**config.mk**
```make
export PLATFORM = sky130hd
export DESIGN_NAME = enemy_column_array
export DESIGN_NICKNAME = d
export VERILOG_FILES = /design/src/rtl/enemy_column_array.sv
export SDC_FILE = /design/constraint.sdc
export NUM_CORES = 1
export LEC_CHECK = 0
export BUFFER_PORTS_ARGS = -buffer_cell sky130_fd_sc_hd__buf_2
export CORE_MARGIN = 4
export CORE_UTILIZATION = 63
export CTS_BUF_LIST = sky130_fd_sc_hd__clkbuf_4 sky130_fd_sc_hd__clkbuf_8
export CTS_CLUSTER_DIAMETER = 30
export DETAILED_ROUTE_END_ITERATION = 10
export PLACE_DENSITY = 0.83
export SLEW_MARGIN = 20
export SYNTH_ARGS = -nofsm -noshare
export SYNTH_HDL_FRONTEND = slang
export SYNTH_SLANG_ARGS = --single-unit
```
**constraint.sdc**
```tcl
create_clock -name clk_i -period 7.6 [get_ports clk_i]
set_input_delay 0.76 -clock clk_i [delete_from_list [all_inputs] [get_ports clk_i]]
set_output_delay 0.76 -clock clk_i [all_outputs]
set_load 0.05 [all_outputs]
```
**src/rtl/enemy_column_array.sv**
```systemverilog
// enemy_column_array: a column of rows_p invaders sharing one x position.
// Tracks per-row alive state, march/drop motion, shot hit resolution,
// landed / all-dead detection and the column's pixel colour.
//
// Ports
//   clk_i, reset_i          clock, synchronous active-high reset
//   start_i                 begin marching (IDLE -> MARCH)
//   frame_i                 one pulse per video frame, paces the march
//   reverse_i               flip direction and drop one step
//   hit_i, hit_x_i, hit_y_i shot point, valid while hit_i is high
//   pixel_x_i, pixel_y_i    current VGA pixel
//   left_pos_o/right_pos_o  horizontal extent of the column
//   bottom_pos_o            bottom y of the lowest alive row (0 if none)
//   shooter_row_o           index of the lowest alive row (0 if none)
//   hit_ack_o, hit_row_o    registered kill report, one cycle after hit_i
//   alive_o, all_dead_o     alive mask and its all-zero flag
//   landed_o                lowest alive row has reached land_line_p
//   red_o/green_o/blue_o    registered pixel colour

// Per-row geometry: box bounds and the two point-in-box tests.
module enemy_column_row #(
  parameter int         row_idx_p   = 0,
  parameter logic [9:0] top_start_p = 10'd9,
  parameter int         row_pitch_p = 40,
  parameter int         enemy_w_p   = 24,
  parameter int         enemy_h_p   = 16
) (
  input  logic [9:0] left_i,
  input  logic [9:0] y_off_i,
  input  logic       alive_i,
  input  logic [9:0] hit_x_i,
  input  logic [9:0] hit_y_i,
  input  logic [9:0] pix_x_i,
  input  logic [9:0] pix_y_i,
  output logic       hit_match_o,
  output logic       pix_match_o,
  output logic [9:0] bottom_o
);
  logic [9:0] top, right;

  always_comb begin
    top      = top_start_p + y_off_i + 10'(row_idx_p * row_pitch_p);
    bottom_o = top + 10'(enemy_h_p - 1);
    right    = left_i + 10'(enemy_w_p - 1);
    hit_match_o = alive_i &&
                  (hit_x_i >= left_i) && (hit_x_i <= right) &&
                  (hit_y_i >= top)    && (hit_y_i <= bottom_o);
    pix_match_o = alive_i &&
                  (pix_x_i >= left_i) && (pix_x_i <= right) &&
                  (pix_y_i >= top)    && (pix_y_i <= bottom_o);
  end
endmodule

module enemy_column_array #(
  parameter int         rows_p            = 4,
  parameter logic [9:0] left_start_p      = 10'd9,
  parameter logic [9:0] top_start_p       = 10'd9,
  parameter int         row_pitch_p       = 40,
  parameter int         enemy_w_p         = 24,
  parameter int         enemy_h_p         = 16,
  parameter int         step_p            = 4,
  parameter int         drop_p            = 8,
  parameter int         frames_per_step_p = 30,
  parameter logic [9:0] land_line_p       = 10'd440
) (
  input  logic              clk_i,
  input  logic              reset_i,
  input  logic              start_i,
  input  logic              frame_i,
  input  logic              reverse_i,
  input  logic              hit_i,
  input  logic [9:0]        hit_x_i,
  input  logic [9:0]        hit_y_i,
  input  logic [9:0]        pixel_x_i,
  input  logic [9:0]        pixel_y_i,
  output logic [9:0]        left_pos_o,
  output logic [9:0]        right_pos_o,
  output logic [9:0]        bottom_pos_o,
  output logic [2:0]        shooter_row_o,
  output logic              hit_ack_o,
  output logic [2:0]        hit_row_o,
  output logic [rows_p-1:0] alive_o,
  output logic              all_dead_o,
  output logic              landed_o,
  output logic [3:0]        red_o,
  output logic [3:0]        green_o,
  output logic [3:0]        blue_o
);
  localparam int CW = $clog2(frames_per_step_p) + 1;

  typedef enum logic [1:0] {IDLE, MARCH, DEAD, LANDED} state_t;

  state_t            state_q, state_d;
  logic [9:0]        x_q, x_d;
  logic [9:0]        y_off_q, y_off_d;
  logic              dir_left_q, dir_left_d;
  logic [CW-1:0]     cnt_q, cnt_d;
  logic [rows_p-1:0] alive_q, alive_d;
  logic              hit_ack_q, hit_ack_d;
  logic [2:0]        hit_row_q, hit_row_d;
  logic [11:0]       rgb_q, rgb_d;

  logic [rows_p-1:0]       hit_m, pix_m;
  logic [rows_p-1:0][9:0]  row_bottom;

  for (genvar g = 0; g < rows_p; g++) begin : g_row
    enemy_column_row #(
      .row_idx_p  (g),
      .top_start_p(top_start_p),
      .row_pitch_p(row_pitch_p),
      .enemy_w_p  (enemy_w_p),
      .enemy_h_p  (enemy_h_p)
    ) u_row (
      .left_i     (x_q),
      .y_off_i    (y_off_q),
      .alive_i    (alive_q[g]),
      .hit_x_i    (hit_x_i),
      .hit_y_i    (hit_y_i),
      .pix_x_i    (pixel_x_i),
      .pix_y_i    (pixel_y_i),
      .hit_match_o(hit_m[g]),
      .pix_match_o(pix_m[g]),
      .bottom_o   (row_bottom[g])
    );
  end

  function automatic logic [11:0] row_colour(input int idx);
    case (idx)
      0:       row_colour = 12'hF0F;
      1:       row_colour = 12'h0FF;
      2:       row_colour = 12'hFF0;
      default: row_colour = 12'h0F0;
    endcase
  endfunction

  // Lowest alive row = highest set bit of the alive mask.
  always_comb begin
    shooter_row_o = 3'd0;
    bottom_pos_o  = 10'd0;
    for (int i = 0; i < rows_p; i++) begin
      if (alive_q[i]) begin
        shooter_row_o = 3'(i);
        bottom_pos_o  = row_bottom[i];
      end
    end
    all_dead_o = (alive_q == '0);
    landed_o   = !all_dead_o && (bottom_pos_o >= land_line_p);
  end

  always_comb begin
    state_d    = state_q;
    x_d        = x_q;
    y_off_d    = y_off_q;
    dir_left_d = dir_left_q;
    cnt_d      = cnt_q;
    alive_d    = alive_q;
    hit_ack_d  = 1'b0;
    hit_row_d  = hit_row_q;
    rgb_d      = 12'h000;

    // Hits use the current (pre-step) geometry; lowest matching index wins.
    if ((state_q == IDLE || state_q == MARCH) && hit_i && (hit_m != '0)) begin
      for (int i = rows_p - 1; i >= 0; i--) begin
        if (hit_m[i]) hit_row_d = 3'(i);
      end
      hit_ack_d            = 1'b1;
      alive_d[hit_row_d]   = 1'b0;
    end

    case (state_q)
      IDLE: if (start_i) state_d = MARCH;
      MARCH: begin
        if (all_dead_o)    state_d = DEAD;
        else if (landed_o) state_d = LANDED;
        else if (reverse_i) begin
          dir_left_d = !dir_left_q;
          y_off_d    = y_off_q + 10'(drop_p);
          cnt_d      = '0;
        end else if (frame_i) begin
          if (cnt_q == CW'(frames_per_step_p - 1)) begin
            cnt_d = '0;
            x_d   = dir_left_q ? x_q - 10'(step_p) : x_q + 10'(step_p);
          end else begin
            cnt_d = cnt_q + 1'b1;
          end
        end
      end
      default: ;
    endcase

    if (state_q != DEAD) begin
      for (int i = rows_p - 1; i >= 0; i--) begin
        if (pix_m[i]) rgb_d = row_colour(i);
      end
    end
  end

  always_ff @(posedge clk_i) begin
    if (reset_i) begin
      state_q    <= IDLE;
      x_q        <= left_start_p;
      y_off_q    <= 10'd0;
      dir_left_q <= 1'b0;
      cnt_q      <= '0;
      alive_q    <= '1;
      hit_ack_q  <= 1'b0;
      hit_row_q  <= 3'd0;
      rgb_q      <= 12'h000;
    end else begin
      state_q    <= state_d;
      x_q        <= x_d;
      y_off_q    <= y_off_d;
      dir_left_q <= dir_left_d;
      cnt_q      <= cnt_d;
      alive_q    <= alive_d;
      hit_ack_q  <= hit_ack_d;
      hit_row_q  <= hit_row_d;
      rgb_q      <= rgb_d;
    end
  end

  assign left_pos_o  = x_q;
  assign right_pos_o = x_q + 10'(enemy_w_p - 1);
  assign hit_ack_o   = hit_ack_q;
  assign hit_row_o   = hit_row_q;
  assign alive_o     = alive_q;
  assign red_o       = rgb_q[11:8];
  assign green_o     = rgb_q[7:4];
  assign blue_o      = rgb_q[3:0];
endmodule

```
== Word-level counts from Yosys, hierarchy flattened ==
Cells that the tools add are included.

* Memories: 0
* Memory bits (read-only): 0
* Bits in latches: 0
* Memory bits (writable): 0
* Logic and storage cells: 134
* Register bits after elaboration: 49

* Mux-type cells: 27
* Bitwise logic cells: 6
* Add/subtract/negate cells: 13
* Order comparisons: 23
* Shifts and indexed selects: 0
* Multiply operators: 0
* Reductions and logical operators: 50
* Div/mod/pow operators: 0
* Equality and inequality tests: 5

{| class="wikitable"
|+ Operators by type and width
! cell !! count
|-
| $ge 10x10->1 || 10
|-
| $le 10x10->1 || 10
|-
| $add 10x4->10 const B || 5
|-
| $mux 10 || 5
|-
| $logic_and 1x1->1 || 36
|-
| $mux 12 || 3
|-
| $mux 3 || 7
|-
| $add 10x7->10 const B || 2
|-
| $mux 6 || 3
|-
| $add 10x3->10 const B || 1
|-
| $add 10x5->10 const B || 1
|-
| $add 10x6->10 const B || 1
|-
| $add 4x10->10 const A || 1
|-
| $ge 10x9->1 const B || 1
|-
| $sub 10x3->10 const B || 1
|-
| $mux 8 || 1
|-
| $reduce_and 4->1 || 2
|-
| $add 6x1->6 const B || 1
|-
| $eq 6x5->1 const B || 1
|-
| $mux 2 || 3
|-
| $reduce_and 6->1 || 1
|-
| $and 4x4->4 || 1
|-
| $logic_not 4->1 || 1
|-
| $ne 2x2->1 const B || 2
|-
| other kinds (17) || 24
|}

== Logic depth before layout (Yosys ltp) ==
Gate-level depths: netlist (run 1).

* Word-level depth: 16
* Gate-level depth with buffers: 22
* Gate-level depth less buffers: 20

== Cells and area by module ==
A second synthesis (run 1) with hierarchy kept.

* Cell total of the unflattened synthesis: 1463
* Area, all modules: 11828.8 um^2

{| class="wikitable"
|+ Modules (own cells, without submodules)
! module !! seq. area each (um^2) !! area each (um^2) !! times used !! cells an instance
|-
| enemy_column_row at g_row[2].u_row || 0.0 || 2449.8 || 1 || 309
|-
| enemy_column_row at g_row[1].u_row || 0.0 || 2418.6 || 1 || 295
|-
| enemy_column_row at g_row[0].u_row || 0.0 || 2382.3 || 1 || 298
|-
| enemy_column_array || 700.7 || 2313.5 || 1 || 283
|-
| enemy_column_row at g_row[3].u_row || 0.0 || 2264.7 || 1 || 278
|}

== Least setup slack after synthesis (run 1) ==
Ideal clock, no wire load.

* Path type: register to output
* From: reg y_off_q[3]
* To: out landed_o
* Arrival time: 4.475 ns
* Data required time: 6.840 ns
* Setup slack: 2.365 ns
* Stages on the path, launching flop included: 15
* Cell sequence: dfxtp_1 -> buf_2 -> inv_1 -> ha_1 -> buf_2 -> clkinv_1 -> ha_1 -> nand2b_1 -> o211ai_1 -> or3_1 -> nand4_1 -> xnor2_1 -> a32oi_1 -> o21ai_4 -> o21ai_2

* Longest elaborated chain between the ends: 8
* Elaborated cells on any way between the ends: 14
* Those cells by class: add/sub (8); order compare (1); mux (4); reduce/logical (1)

{| class="wikitable"
|+ Ends and longest elaborated chain
! what !! line !! source
|-
| start: declaration || 95 || <nowiki>logic [9:0] y_off_q, y_off_d;</nowiki>
|-
| start signal: assignment || 212 || <nowiki>y_off_q <= y_off_d;</nowiki>
|-
| $add 4x10->10 || 42 || <nowiki>top = top_start_p + y_off_i + 10'(row_idx_p * row_pitch_p);</nowiki>
|-
| $add 10x4->10 || 43 || <nowiki>bottom_o = top + 10'(enemy_h_p - 1);</nowiki>
|-
| net g_row[0].u_row.bottom_o[3] || 37 || <nowiki>output logic [9:0] bottom_o</nowiki>
|-
| $mux 10 (4 in series) || 141 || <nowiki>if (alive_q[i]) begin</nowiki>
|-
| $ge 10x9->1 || 147 || <nowiki>landed_o = !all_dead_o && (bottom_pos_o >= land_line_p);</nowiki>
|-
| $logic_and 1x1->1 || 147 ||
|-
| end: declaration || 84 || <nowiki>output logic landed_o,</nowiki>
|}

The timed path passes the listed nets, and every way through them passes these cells.

== Worst setup path in the final report (run 1) ==
Ends and elaborated chain as after synthesis.

==> impl_results.rst, run 1 <==
.. list-table::
   :header-rows: 1

   * - Metric
     - Value
   * - Synthesized area
     - 6590 µm²
   * - Routed wire length per instance
     - 20.9 µm
   * - Endpoint arrival time on the critical path
     - 5220 ps
   * - Final layout net count
     - 1054
   * - Top cell type by total area after synthesis
     - ha_1
   * - Mean cell area of the mapped netlist
     - 8.10 µm²
   * - Relative slew slack
     - 42.0%
   * - I/O pin cnt
     - 101
   * - # hold bufs at CTS
     - 0
   * - Top cell by count, worst path
     - ha_1
   * - Internal Dissipation
     - 385 µW
   * - Endpoint class of the critical path
     - output pin
   * - First-pass GRT wire length
     - 32200 µm
   * - Die Area
     - 12200 µm²
   * - Delay of the slowest cell on the worst path
     - 790 ps
   * - Actual transition at the worst max-transition pin
     - 868 ps
   * - Cell breakdown of the critical path
     - buf_4 > inv_1 > ha_1 > clkinv_1 > ha_1 > mux2_2 > a21oi_1 > o211ai_1 > a32oi_1 > o21ai_4 > o21ai_2 > buf_2
   * - Leakage power total
     - 3.30 nW
   * - Count of cell types in the netlist
     - 91
   * - Number of instances in the synthesized netlist
     - 814
   * - Post-CTS sizing
     - 0
   * - Fill cell count
     - 867
   * - IR drop worst, VDD
     - 61.4 µV
   * - Area fraction of the dominant cell type after synthesis
     - 25.6%
   * - CTS clock-pin slew for the worst setup and hold paths
     - 80 ps
   * - Synthesized flop and latch total
     - 35
   * - Die width
     - 110 µm
   * - Portion of total power attributed to sequential cells
     - 28.1%
   * - Number of nets still failing antenna checks after routing
     - 0
   * - Vertical die dimension
     - 110 µm
   * - Count of flip-flops with a built-in enable after synthesis
     - 0
   * - Worst Clk Skew
     - 4.59 ps
   * - Cell Pwr Density
     - 97.6 nW/µm²
   * - Number of antenna violations at the first check in global routing
     - 0
   * - Setup repair after global routing missed its margin
     - no
   * - Design Power
     - 687 µW
   * - Sum Neg Setup Slack
     - 0 ps
   * - Storage element area
     - 701 µm²
   * - Via count
     - 6613
   * - Period minus WS final
     - 5980 ps
   * - Area of the core
     - 10300 µm²
   * - Cell class contributing the biggest share of worst-path delay
     - buffers and inverters
   * - Area growth, synth to finish
     - 6.89%
   * - Final hold violation count
     - 0
   * - Number of violations of the max-capacitance limit
     - 0
   * - Share of the clock period used by the worst path
     - 78.7%
   * - Postcts setup bufs
     - 0
   * - Count of standard-cell rows
     - 37
   * - Synth Flop Type
     - dfxtp_1
   * - Vias in the first global route
     - 6214
   * - Share of the yosys chip area belonging to registers
     - 10.6%
   * - Fraction of final layout cells with drive strength greater than 1
     - 16.2%
   * - Max Buffers Root-to-Sink
     - 2
   * - TritonCTS clock tree
     - yes
   * - Clock buffer count from CTS
     - 5
   * - Post-synthesis async set-or-reset flop share
     - 0%
   * - Residual DRC
     - 0
   * - Critical path fanouts, max
     - 23
   * - Worst skew pair latency
     - 300 ps
   * - Area contributors post-synth
     - ha_1 (26%), dfxtp_1 (11%), a21oi_1 (4.8%), o21ai_0 (3.9%), xnor2_1 (3.9%)
   * - Max frequency
     - 167 MHz
   * - Clk pwr share
     - 21.3%
   * - Logic gate share of total power
     - 50.6%
   * - Weighted congestion at the end of routability-driven global placement
     - 1.01
   * - Overflow left after global routing
     - 0
   * - Iteration-0 DRC Markers
     - 562
   * - Setup CP Type
     - reg2out
   * - Sw frac
     - 44.0%
   * - Clock sink count
     - 35
   * - First-pass detailed-route iteration total
     - 6
   * - Cell type of the slowest stage on the worst timing path
     - ha_1
   * - Detailed-placement wirelength estimate
     - 17000 µm
   * - Area of the multi-input gates
     - 5400 µm²
   * - Net switching power of the design
     - 302 µW
   * - Clock root buffer
     - clkbuf_8
   * - Final setup violation count
     - 0
   * - H-tree Lvls
     - 2
   * - Worst Path Required
     - 6840 ps
   * - Launching element type of the critical path
     - flip-flop
   * - Number of vias per cell after detailed routing
     - 6.56
   * - Max-slew violation count
     - 0
   * - Pin count of the biggest net entering global routing
     - 33
   * - Count of yosys warnings during synthesis
     - 0
   * - Number of diodes
     - 0
   * - Critical path buffers and inverters
     - 4
   * - All-Layer GR Usage
     - 34.6%
   * - Drt total wl
     - 21100 µm
   * - Worst min path class
     - reg2reg
   * - Starting Density
     - 64.1%
   * - # port buffers
     - 92
   * - Outcome
     - finished, final reports clean
layout make-up:
cell class	count	share of cell area, %
clock buffers	6	1.17
multi-input cells	680	76.6
clock inverters	1	0.0710
well taps	136	2.42
flip-flops and latches	35	9.95
inverters	55	2.93
repair buffers	95	6.86
per-layer routing:
metal | routed length [µm] | vias up | share of wire, % | track usage, %
li1 | - | 3115 | - | -
met1 | 8320 | 3042 | 39 | 43.1
met2 | 9580 | 372 | 45 | 56.5
met3 | 1960 | 84 | 9.3 | 6.58
met4 | 1200 | 0 | 5.7 | 17.9
met5 | 0 | - | 0 | 0
registers in the layout, summed over array words and instances, names as in the netlist:
name        flops
state_q         2
left_pos_o      8
hit_ack_o       1
hit_row_o       3
y_off_q         7
dir_left_q      1
alive_o         4
rgb_q           3
cnt_q           6
worst register-to-register path: stages, from the launching register on:
cell,delay [ps]
dfxtp_1,310
buf_4,280
inv_1,210
ha_1,790
clkinv_1,610
ha_1,390
nand2b_1,130
o211ai_1,180
or3_1,380
and2_1,200
a31o_2,270
nand2_1,60
inv_1,80
ha_1,300
nand3_1,110
a21oi_1,130
a2111oi_0,70
o211ai_1,320
nand3b_1,120
or3_1,400
and2_1,160
a2bb2oi_1,140
placed cells by master, fill, tap and decap left out, drive strengths merged, types with 6 or more instances in the layout:
| cell type | count |
|---|---|
| nand2 | 48 |
| inv | 54 |
| buf | 95 |
| o21ai | 57 |
| nand4 | 15 |
| a21o | 29 |
| o2111ai | 6 |
| a31oi | 7 |
| or3 | 12 |
| a21oi | 64 |
| dfxtp | 35 |
| o211ai | 14 |
| nor2 | 40 |
| ha | 135 |
| xor2 | 15 |
| nor4 | 8 |
| nor3 | 11 |
| mux2 | 7 |
| conb | 8 |
| o21a | 13 |
| o21bai | 6 |
| xnor2 | 34 |
| clkbuf | 6 |
| nand2b | 21 |
| nand3 | 19 |
| a211oi | 6 |
| nor2b | 14 |
| mux2i | 8 |
final timing paths:
| check | startpoint | to | slack [ps] | depth (start not counted) |
|---|---|---|---|---|
| worst max-delay path | y_off_q[3] | landed_o | 1620 | 12 |
| worst min-delay path | hit_row_o[2] | hit_row_o[2] | 490 | 1 |
| worst max register to register | y_off_q[3] | alive_o[2] | 1840 | 21 |
| worst min register to register | hit_row_o[2] | hit_row_o[2] | 490 | 1 |
power by group through the flow:
stage | registers (mW) | clock network, mW | logic [mW]
after detailed placement | 0.197 | 0 | 0.337
after floorplan | 0.198 | 0 | 0.244
after global placement | 0.197 | 0 | 0.328
after global routing | 0.194 | 0.154 | 0.379
final | 0.193 | 0.147 | 0.348
after CTS | 0.193 | 0.146 | 0.339
synth_stat cells, types with 6 or more instances:
master,count
nor4_1,8
nand2_1,46
dfxtp_1,35
xor2_1,12
a21oi_1,63
nand3_1,18
a21o_1,29
nand4_1,15
buf_2,10
a31oi_1,6
nor2b_1,14
o21bai_1,6
o2111ai_1,6
nand2b_1,20
o21ai_0,52
mux2i_1,8
nor2_1,40
or3_1,11
nor3_1,11
clkbuf_1,7
inv_1,51
o211ai_1,11
xnor2_1,29
o21a_1,13
buf_4,27
ha_1,135
cells by family (layout without fill, tap and decap cells):
logic type               Yosys count  count (layout)  share of synthesized area (%)
AO/OA/AOI/OAI                    251             251                           26.8
AND/OR/NAND/NOR                  219             219                           17.9
adder cells (fa/ha/maj)          137             137                           26.1
buffers and inverters            105             157                           7.94
XOR/XNOR                          50              50                           8.11
flip-flops                        35              35                           10.6
multiplexers                      15              15                           2.41
other                              2               8                          0.114
metrics by stage:
step / hold WS, ps / util, % / area, µm² / std cells / worst slack (ps)
4_1_cts: 491 / 68.5 / 7040 / 1008 / 1780
6_report: 493 / 68.5 / 7040 / 1008 / 1620
5_1_grt: 498 / 68.5 / 7040 / 1008 / 1370
3_3_place_gp: 466 / 67.7 / 6960 / 1001 / 2140
2_1_floorplan: 476 / - / 6610 / 820 / 2370
3_5_place_dp: 480 / 67.7 / 6960 / 1001 / 1980
Power figures use the tool's default switching activity.
==> inputs of run 2 (changes only) <==
--- a/config.mk
+++ b/config.mk
@@ -7,11 +7,11 @@
 export LEC_CHECK = 0
 export BUFFER_PORTS_ARGS = -buffer_cell sky130_fd_sc_hd__buf_2
 export CORE_MARGIN = 4
-export CORE_UTILIZATION = 63
+export CORE_UTILIZATION = 60
 export CTS_BUF_LIST = sky130_fd_sc_hd__clkbuf_4 sky130_fd_sc_hd__clkbuf_8
 export CTS_CLUSTER_DIAMETER = 30
 export DETAILED_ROUTE_END_ITERATION = 10
-export PLACE_DENSITY = 0.83
+export PLACE_DENSITY = 0.8
 export SLEW_MARGIN = 20
 export SYNTH_ARGS = -nofsm -noshare
 export SYNTH_HDL_FRONTEND = slang
==> constraint.sdc (replaced) <==
create_clock -name clk_i -period 6.3 [get_ports clk_i]
set_input_delay 0.63 -clock clk_i [delete_from_list [all_inputs] [get_ports clk_i]]
set_output_delay 0.63 -clock clk_i [all_outputs]
set_load 0.05 [all_outputs]
==> impl_results.rst, run 2 (synthesis gave the netlist of run 1 again) <==
.. list-table::
   :header-rows: 1

   * - Metric
     - Value
   * - Outcome
     - finished, final reports clean
   * - Pin count of the biggest net entering global routing
     - 33 (unchanged)
   * - Cell Pwr Density
     - 120 nW/µm² (+23%)
   * - Postcts setup bufs
     - 0 (unchanged)
   * - Die width
     - 113 µm (+2.3%)
   * - Final setup violation count
     - 0 (unchanged)
   * - Placement Cell Area
     - 6970 µm² (+0.18%)
   * - # hold bufs at CTS
     - 0 (unchanged)
   * - Delay of the slowest cell on the worst path
     - 780 ps (about the same)
   * - Max frequency
     - 183 MHz
   * - Area of all placed cells without fillers
     - 7080 µm² (+0.53%)
   * - Endpoint class of the critical path
     - flip-flop
   * - Count of standard-cell rows
     - 38 (+2.7%)
   * - Cell breakdown of the critical path
     - ha_1 > xnor2_2 > inv_1 > ha_1 > a2111oi_4 > o22ai_2 > xnor2_2 > inv_2 > or3_4 > xnor2_1 > ha_1 > nand3_1 > o32ai_1 > o211ai_1 > nand3b_1 > or3_1 > and2_1 > a2bb2oi_1
   * - Die Area
     - 12700 µm² (+4.6%)
   * - Area of the core
     - 10800 µm² (+5.0%)
   * - Worst Clk Skew
     - 13.6 ps (+9.00 ps)
   * - Fraction of final layout cells with drive strength greater than 1
     - 16.4% (+0.19 points)
   * - Most frequent cells in the layout
     - ha_1 (135), buf_2 (92), a21oi_1 (63)
   * - Sw frac
     - 41.5% (-2.5 points)
   * - Iteration-0 DRC Markers
     - 528 (-6.0%)
   * - I/O pin cnt
     - 101 (unchanged)
   * - Portion of total power attributed to sequential cells
     - 27.6% (-0.5 points)
   * - Worst path setup slack after routing
     - 842 ps (-777 ps)
   * - Final layout net count
     - 1055 (+0.095%)
   * - Dpl ws
     - 912 ps (-1070 ps)
   * - Sum Neg Setup Slack
     - 0 ps (unchanged)
   * - Number of vias per cell after detailed routing
     - 6.35 (-3.2%)
   * - TritonCTS clock tree
     - yes
   * - # port buffers
     - 92 (unchanged)
   * - Final hold violation count
     - 0 (unchanged)
   * - Clk pwr share
     - 24.2% (+2.9 points)
   * - Vias in the first global route
     - 6230 (+0.26%)
   * - Fill cell count
     - 926 (+6.8%)
   * - Non-Filler Instances
     - 1014 (+0.60%)
   * - Clock root buffer
     - clkbuf_8
   * - Setup repair after global routing missed its margin
     - no
   * - H-tree Lvls
     - 2 (unchanged)
   * - First-pass detailed-route iteration total
     - 6 (unchanged)
   * - Most common cell after layout, fill and taps aside
     - ha_1
   * - Routed wire length per instance
     - 19.5 µm (-6.7%)
   * - All-Layer GR Usage
     - 30.6% (-4.0 points)
   * - Launching element type of the critical path
     - flip-flop
   * - Number of diodes
     - 0 (unchanged)
   * - Number of violations of the max-capacitance limit
     - 0 (unchanged)
   * - Area growth, synth to finish
     - 7.46%
   * - Top cell by count, worst path
     - ha_1
   * - Residual DRC
     - 0 (unchanged)
   * - Post-CTS sizing
     - 0 (unchanged)
   * - Number of nets still failing antenna checks after routing
     - 0 (unchanged)
   * - Cell type of the slowest stage on the worst timing path
     - ha_1
   * - Share of the clock period used by the worst path
     - 86.6%
   * - Actual transition at the worst max-transition pin
     - 854 ps (-14.4 ps)
   * - Relative slew slack
     - 42.7% (+0.63 points)
   * - Weighted congestion at the end of routability-driven global placement
     - 1.06 (+4.4%)
   * - Internal Dissipation
     - 497 µW (+29%)
   * - Number of flip-flops in the largest register
     - 8 (unchanged)
   * - Worst Path Required
     - 6470 ps (-370 ps)
   * - Setup CP Type
     - reg2reg
   * - Worst min path class
     - reg2reg
   * - Leakage power total
     - 3.31 nW (+0.53%)
   * - Period minus WS final
     - 5460 ps
   * - Max-slew violation count
     - 0 (unchanged)
   * - CTS clock-pin slew for the worst setup and hold paths
     - 80 ps (about the same)
   * - Endpoint arrival time on the critical path
     - 5630 ps (+410 ps)
   * - Vertical die dimension
     - 113 µm (+2.3%)
   * - Detailed-placement wirelength estimate
     - 16100 µm (-5.2%)
   * - Storage element area
     - 701 µm² (unchanged)
   * - Number of antenna violations at the first check in global routing
     - 0 (unchanged)
   * - Clock buffer count from CTS
     - 5 (unchanged)
   * - Drt total wl
     - 19800 µm (-6.1%)
   * - Via count
     - 6437 (-2.7%)
   * - Worst skew pair latency
     - 300 ps (about the same)
   * - Number of placed cells counting well taps
     - 1006 (+0.50%)
   * - Overflow left after global routing
     - 0 (unchanged)
   * - Critical path fanouts, max
     - 22 (-4.3%)
   * - Clock sink count
     - 35 (unchanged)
   * - Starting Density
     - 61.1% (-3.1 points)
   * - Logic gate share of total power
     - 48.2% (-2.4 points)
   * - First-pass GRT wire length
     - 31700 µm (-1.5%)
   * - Net switching power of the design
     - 353 µW (+17%)
   * - Max Buffers Root-to-Sink
     - 2 (unchanged)
   * - Area of the multi-input gates
     - 5400 µm² (unchanged)
   * - IR drop worst, VDD
     - 110 µV (+79%)
[run 2: cell types whose count changed in the layout (fill, tap and decap cells not counted), sizes merged]
| cell | change |
|---|---|
| clkbuf | -1 |
| clkinv | +1 |
| bufinv | +1 |
| buf | +1 |
[run 2: path summary, 6_finish.rpt]
check | start | end | slack (ps) | cells after the start
worst max-delay path | y_off_q[4] | alive_o[2] | 840 | 18
worst min-delay path | hit_row_o[2] | hit_row_o[2] | 490 | 1
worst max register to register | y_off_q[4] | alive_o[2] | 840 | 18
worst min register to register | hit_row_o[2] | hit_row_o[2] | 490 | 1
[run 2: routing by layer]
layer | vias up | share of wire [%] | GRT usage, %
met5 | - | 0 | 0
met4 | 0 | 5.0 | 15.1
met3 | 70 | 7.3 | 3.90
met2 | 281 | 46 | 50.4
met1 | 2982 | 41 | 39.4
li1 | 3104 | - | -
[run 2: power groups by stage]
stage	logic (mW)	registers [mW]	clock network (mW)
2_1_floorplan	0.295	0.239	0
3_3_place_gp	0.386	0.238	0
3_5_place_dp	0.400	0.239	0
4_1_cts	0.402	0.234	0.208
5_1_grt	0.451	0.235	0.219
6_report	0.410	0.234	0.206
[run 2: worst max-delay path: cells and delay by family (launching register included)]
| family | cells | cell delay (ps) |
|---|---|---|
| buffers and inverters | 2 | 310 |
| AND/OR/NAND/NOR | 5 | 1150 |
| flip-flops | 1 | 680 |
| adder cells (fa/ha/maj) | 3 | 1390 |
| AO/OA/AOI/OAI | 5 | 1020 |
| XOR/XNOR | 3 | 770 |
[run 2: layout make-up]
cell class                 instances  area share, %
clock inverter                     3          0.618
timing repair buffer              96           6.93
tap                              140           2.47
clock buffer                       5          0.972
inverter                          55           2.92
multi-input combinational        680           76.2
sequential                        35           9.89
[run 2: per-stage QoR]
stage | util, % | hold WS (ps) | power, mW
final | 65.6 | 490 | 0.850
after detailed placement | 64.6 | 468 | 0.639
after global placement | 64.5 | 467 | 0.624
after floorplan | - | 476 | 0.533
after CTS | 65.6 | 487 | 0.844
after global routing | 65.6 | 508 | 0.906
==> inputs of run 3 (changes only) <==
--- a/config.mk
+++ b/config.mk
@@ -12,6 +12,7 @@
 export CTS_CLUSTER_DIAMETER = 30
 export DETAILED_ROUTE_END_ITERATION = 10
 export PLACE_DENSITY = 0.8
+export REMOVE_ABC_BUFFERS = 1
 export SLEW_MARGIN = 20
 export SYNTH_ARGS = -nofsm -noshare
 export SYNTH_HDL_FRONTEND = slang
==> impl_results.rst, run 3 (synthesis gave the netlist of run 1 again) <==
.. list-table::
   :header-rows: 1

   * - Metric
     - Value
   * - Outcome
     - finished, final reports clean
   * - Number of diodes
     - 0 (unchanged)
   * - Endpoint arrival time on the critical path
     - 4550 ps (-1080 ps)
   * - Drt total wl
     - 20700 µm (+4.7%)
   * - Period minus WS final
     - 5180 ps (-276 ps)
   * - Weighted congestion at the end of routability-driven global placement
     - 1.11 (+5.3%)
   * - Max Buffers Root-to-Sink
     - 2 (unchanged)
   * - Fraction of final layout cells with drive strength greater than 1
     - 16.5% (+0.17 points)
   * - Count of standard-cell rows
     - 38 (unchanged)
   * - Area of the core
     - 10800 µm² (unchanged)
   * - Endpoint class of the critical path
     - output pin
   * - H-tree Lvls
     - 2 (unchanged)
   * - Routed wire length per instance
     - 20.4 µm (+4.4%)
   * - Cell type of the slowest stage on the worst timing path
     - dfxtp_1
   * - # hold bufs at CTS
     - 0 (unchanged)
   * - Number of antenna violations at the first check in global routing
     - 0 (unchanged)
   * - Detailed-placement wirelength estimate
     - 16800 µm (+3.8%)
   * - Worst skew pair latency
     - 300 ps (about the same)
   * - Area growth, synth to finish
     - 7.39% (about the same)
   * - Cell breakdown of the critical path
     - xor2_2 > inv_1 > ha_1 > a2111oi_4 > o22ai_2 > xnor2_2 > inv_2 > xnor2_1 > a32oi_1 > o21ai_4 > o21ai_2 > buf_2
   * - Via count
     - 6591 (+2.4%)
   * - Design Power
     - 831 µW (-2.3%)
   * - Setup repair after global routing missed its margin
     - no
   * - TritonCTS clock tree
     - yes
   * - Leakage power total
     - 3.31 nW (-0.11%)
   * - Number of flip-flops in the largest register
     - 8 (unchanged)
   * - Actual transition at the worst max-transition pin
     - 978 ps (+124 ps)
   * - Die width
     - 113 µm (unchanged)
   * - Most frequent cells in the layout
     - ha_1 (135), buf_2 (92), a21oi_1 (63)
   * - Worst path setup slack after routing
     - 1120 ps (+276 ps)
   * - Cell Pwr Density
     - 117 nW/µm² (-2.2%)
   * - Delay of the slowest cell on the worst path
     - 820 ps (+40 ps)
   * - Final hold violation count
     - 0 (unchanged)
   * - Max-slew violation count
     - 0 (unchanged)
   * - Starting Density
     - 61.1% (unchanged)
   * - Relative slew slack
     - 34.0% (-8.7 points)
   * - Sum Neg Setup Slack
     - 0 ps (unchanged)
   * - Overflow left after global routing
     - 0 (unchanged)
   * - Residual DRC
     - 0 (unchanged)
   * - First-pass GRT wire length
     - 33200 µm (+4.6%)
   * - Vertical die dimension
     - 113 µm (unchanged)
   * - Final setup violation count
     - 0 (unchanged)
   * - Setup CP Type
     - reg2out
   * - Worst Path Required
     - 5670 ps (-800 ps)
   * - Critical path fanouts, max
     - 21 (-4.5%)
   * - Non-Filler Instances
     - 1017 (+0.30%)
   * - # port buffers
     - 92 (unchanged)
   * - Postcts setup bufs
     - 0 (unchanged)
   * - Launching element type of the critical path
     - flip-flop
   * - Die Area
     - 12700 µm² (unchanged)
   * - Clock buffer count from CTS
     - 5 (unchanged)
   * - Sw frac
     - 44.8% (+3.3 points)
   * - Worst Clk Skew
     - 10.8 ps (-2.78 ps)
   * - Max frequency
     - 193 MHz (+5.3%)
   * - Final layout net count
     - 1058 (+0.28%)
   * - Clock root buffer
     - clkbuf_8
   * - Share of the clock period used by the worst path
     - 82.3% (-4.4 points)
   * - Internal Dissipation
     - 459 µW (-7.7%)
   * - Most common cell after layout, fill and taps aside
     - ha_1
   * - Post-CTS sizing
     - 0 (unchanged)
   * - I/O pin cnt
     - 101 (unchanged)
   * - Clk pwr share
     - 21.7% (-2.5 points)
   * - Vias in the first global route
     - 6408 (+2.9%)
   * - Worst min path class
     - reg2reg
   * - Number of vias per cell after detailed routing
     - 6.48 (+2.1%)
   * - Number of nets still failing antenna checks after routing
     - 0 (unchanged)
   * - Net switching power of the design
     - 372 µW (+5.4%)
   * - Number of placed cells counting well taps
     - 1009 (+0.30%)
   * - Final Core Density
     - 65.6% (about the same)
   * - Dpl ws
     - 1270 ps (+356 ps)
   * - IR drop worst, VDD
     - 75.5 µV (-31%)
   * - Iteration-0 DRC Markers
     - 593 (+12%)
   * - First-pass detailed-route iteration total
     - 5 (-1)
   * - Portion of total power attributed to sequential cells
     - 27.8% (+0.2 points)
   * - CTS clock-pin slew for the worst setup and hold paths
     - 90 ps (about the same)
   * - Pin count of the biggest net entering global routing
     - 33 (unchanged)
   * - All-Layer GR Usage
     - 31.9% (+1.3 points)
   * - Number of violations of the max-capacitance limit
     - 0 (unchanged)
   * - Logic gate share of total power
     - 50.5% (+2.3 points)
   * - Clock sink count
     - 35 (unchanged)
-- run 3: metal layers --
layer	up-vias	wire (µm)	global-route usage, %
met5	-	0	0
met4	0	905	13.9
met3	68	1590	3.85
met2	335	9490	52.5
met1	3086	8710	41.8
li1	3102	-	-
-- run 3: critical path, delay by kind of cell (launching register included) --
| kind | cells | cell delay, ps |
|---|---|---|
| flops | 1 | 820 |
| compound gates | 5 | 1350 |
| buf+inv | 3 | 650 |
| xor+xnor | 3 | 1080 |
| fa+ha+maj | 1 | 350 |
-- run 3: worst paths after layout --
kind,from,to,slack [ps],cells after the start
setup / recovery,y_off_q[6],landed_o,1120,12
hold / removal,hit_row_o[2],hit_row_o[2],510,1
setup reg to reg,y_off_q[6],alive_o[2],1170,17
hold reg to reg,hit_row_o[2],hit_row_o[2],510,1
-- run 3: power by group through the flow --
stage / Clock, mW / Sequential [mW] / Combinational, mW
CTS: 0.182 / 0.231 / 0.412
floorplan: 0 / 0.253 / 0.267
global route: 0.191 / 0.232 / 0.461
detailed placement: 0 / 0.236 / 0.409
finish: 0.180 / 0.231 / 0.419
global placement: 0 / 0.236 / 0.396
-- run 3: through the flow --
step | cell area (µm²) | hold WS, ps
2_1_floorplan | 6300 | 470
3_5_place_dp | 6980 | 496
5_1_grt | 7080 | 530
3_3_place_gp | 6980 | 479
6_report | 7080 | 512
4_1_cts | 7080 | 512
-- run 3: cell type report --
| class | instances | area (µm²) |
|---|---|---|
| clock buffers | 5 | 68.8 |
| multi-input cells | 680 | 5390 |
| well taps | 140 | 175 |
| flip-flops and latches | 35 | 701 |
| clock inverters | 3 | 23.8 |
| repair buffers | 99 | 513 |
| inverters | 55 | 206 |
| fillers | 977 | 3720 |
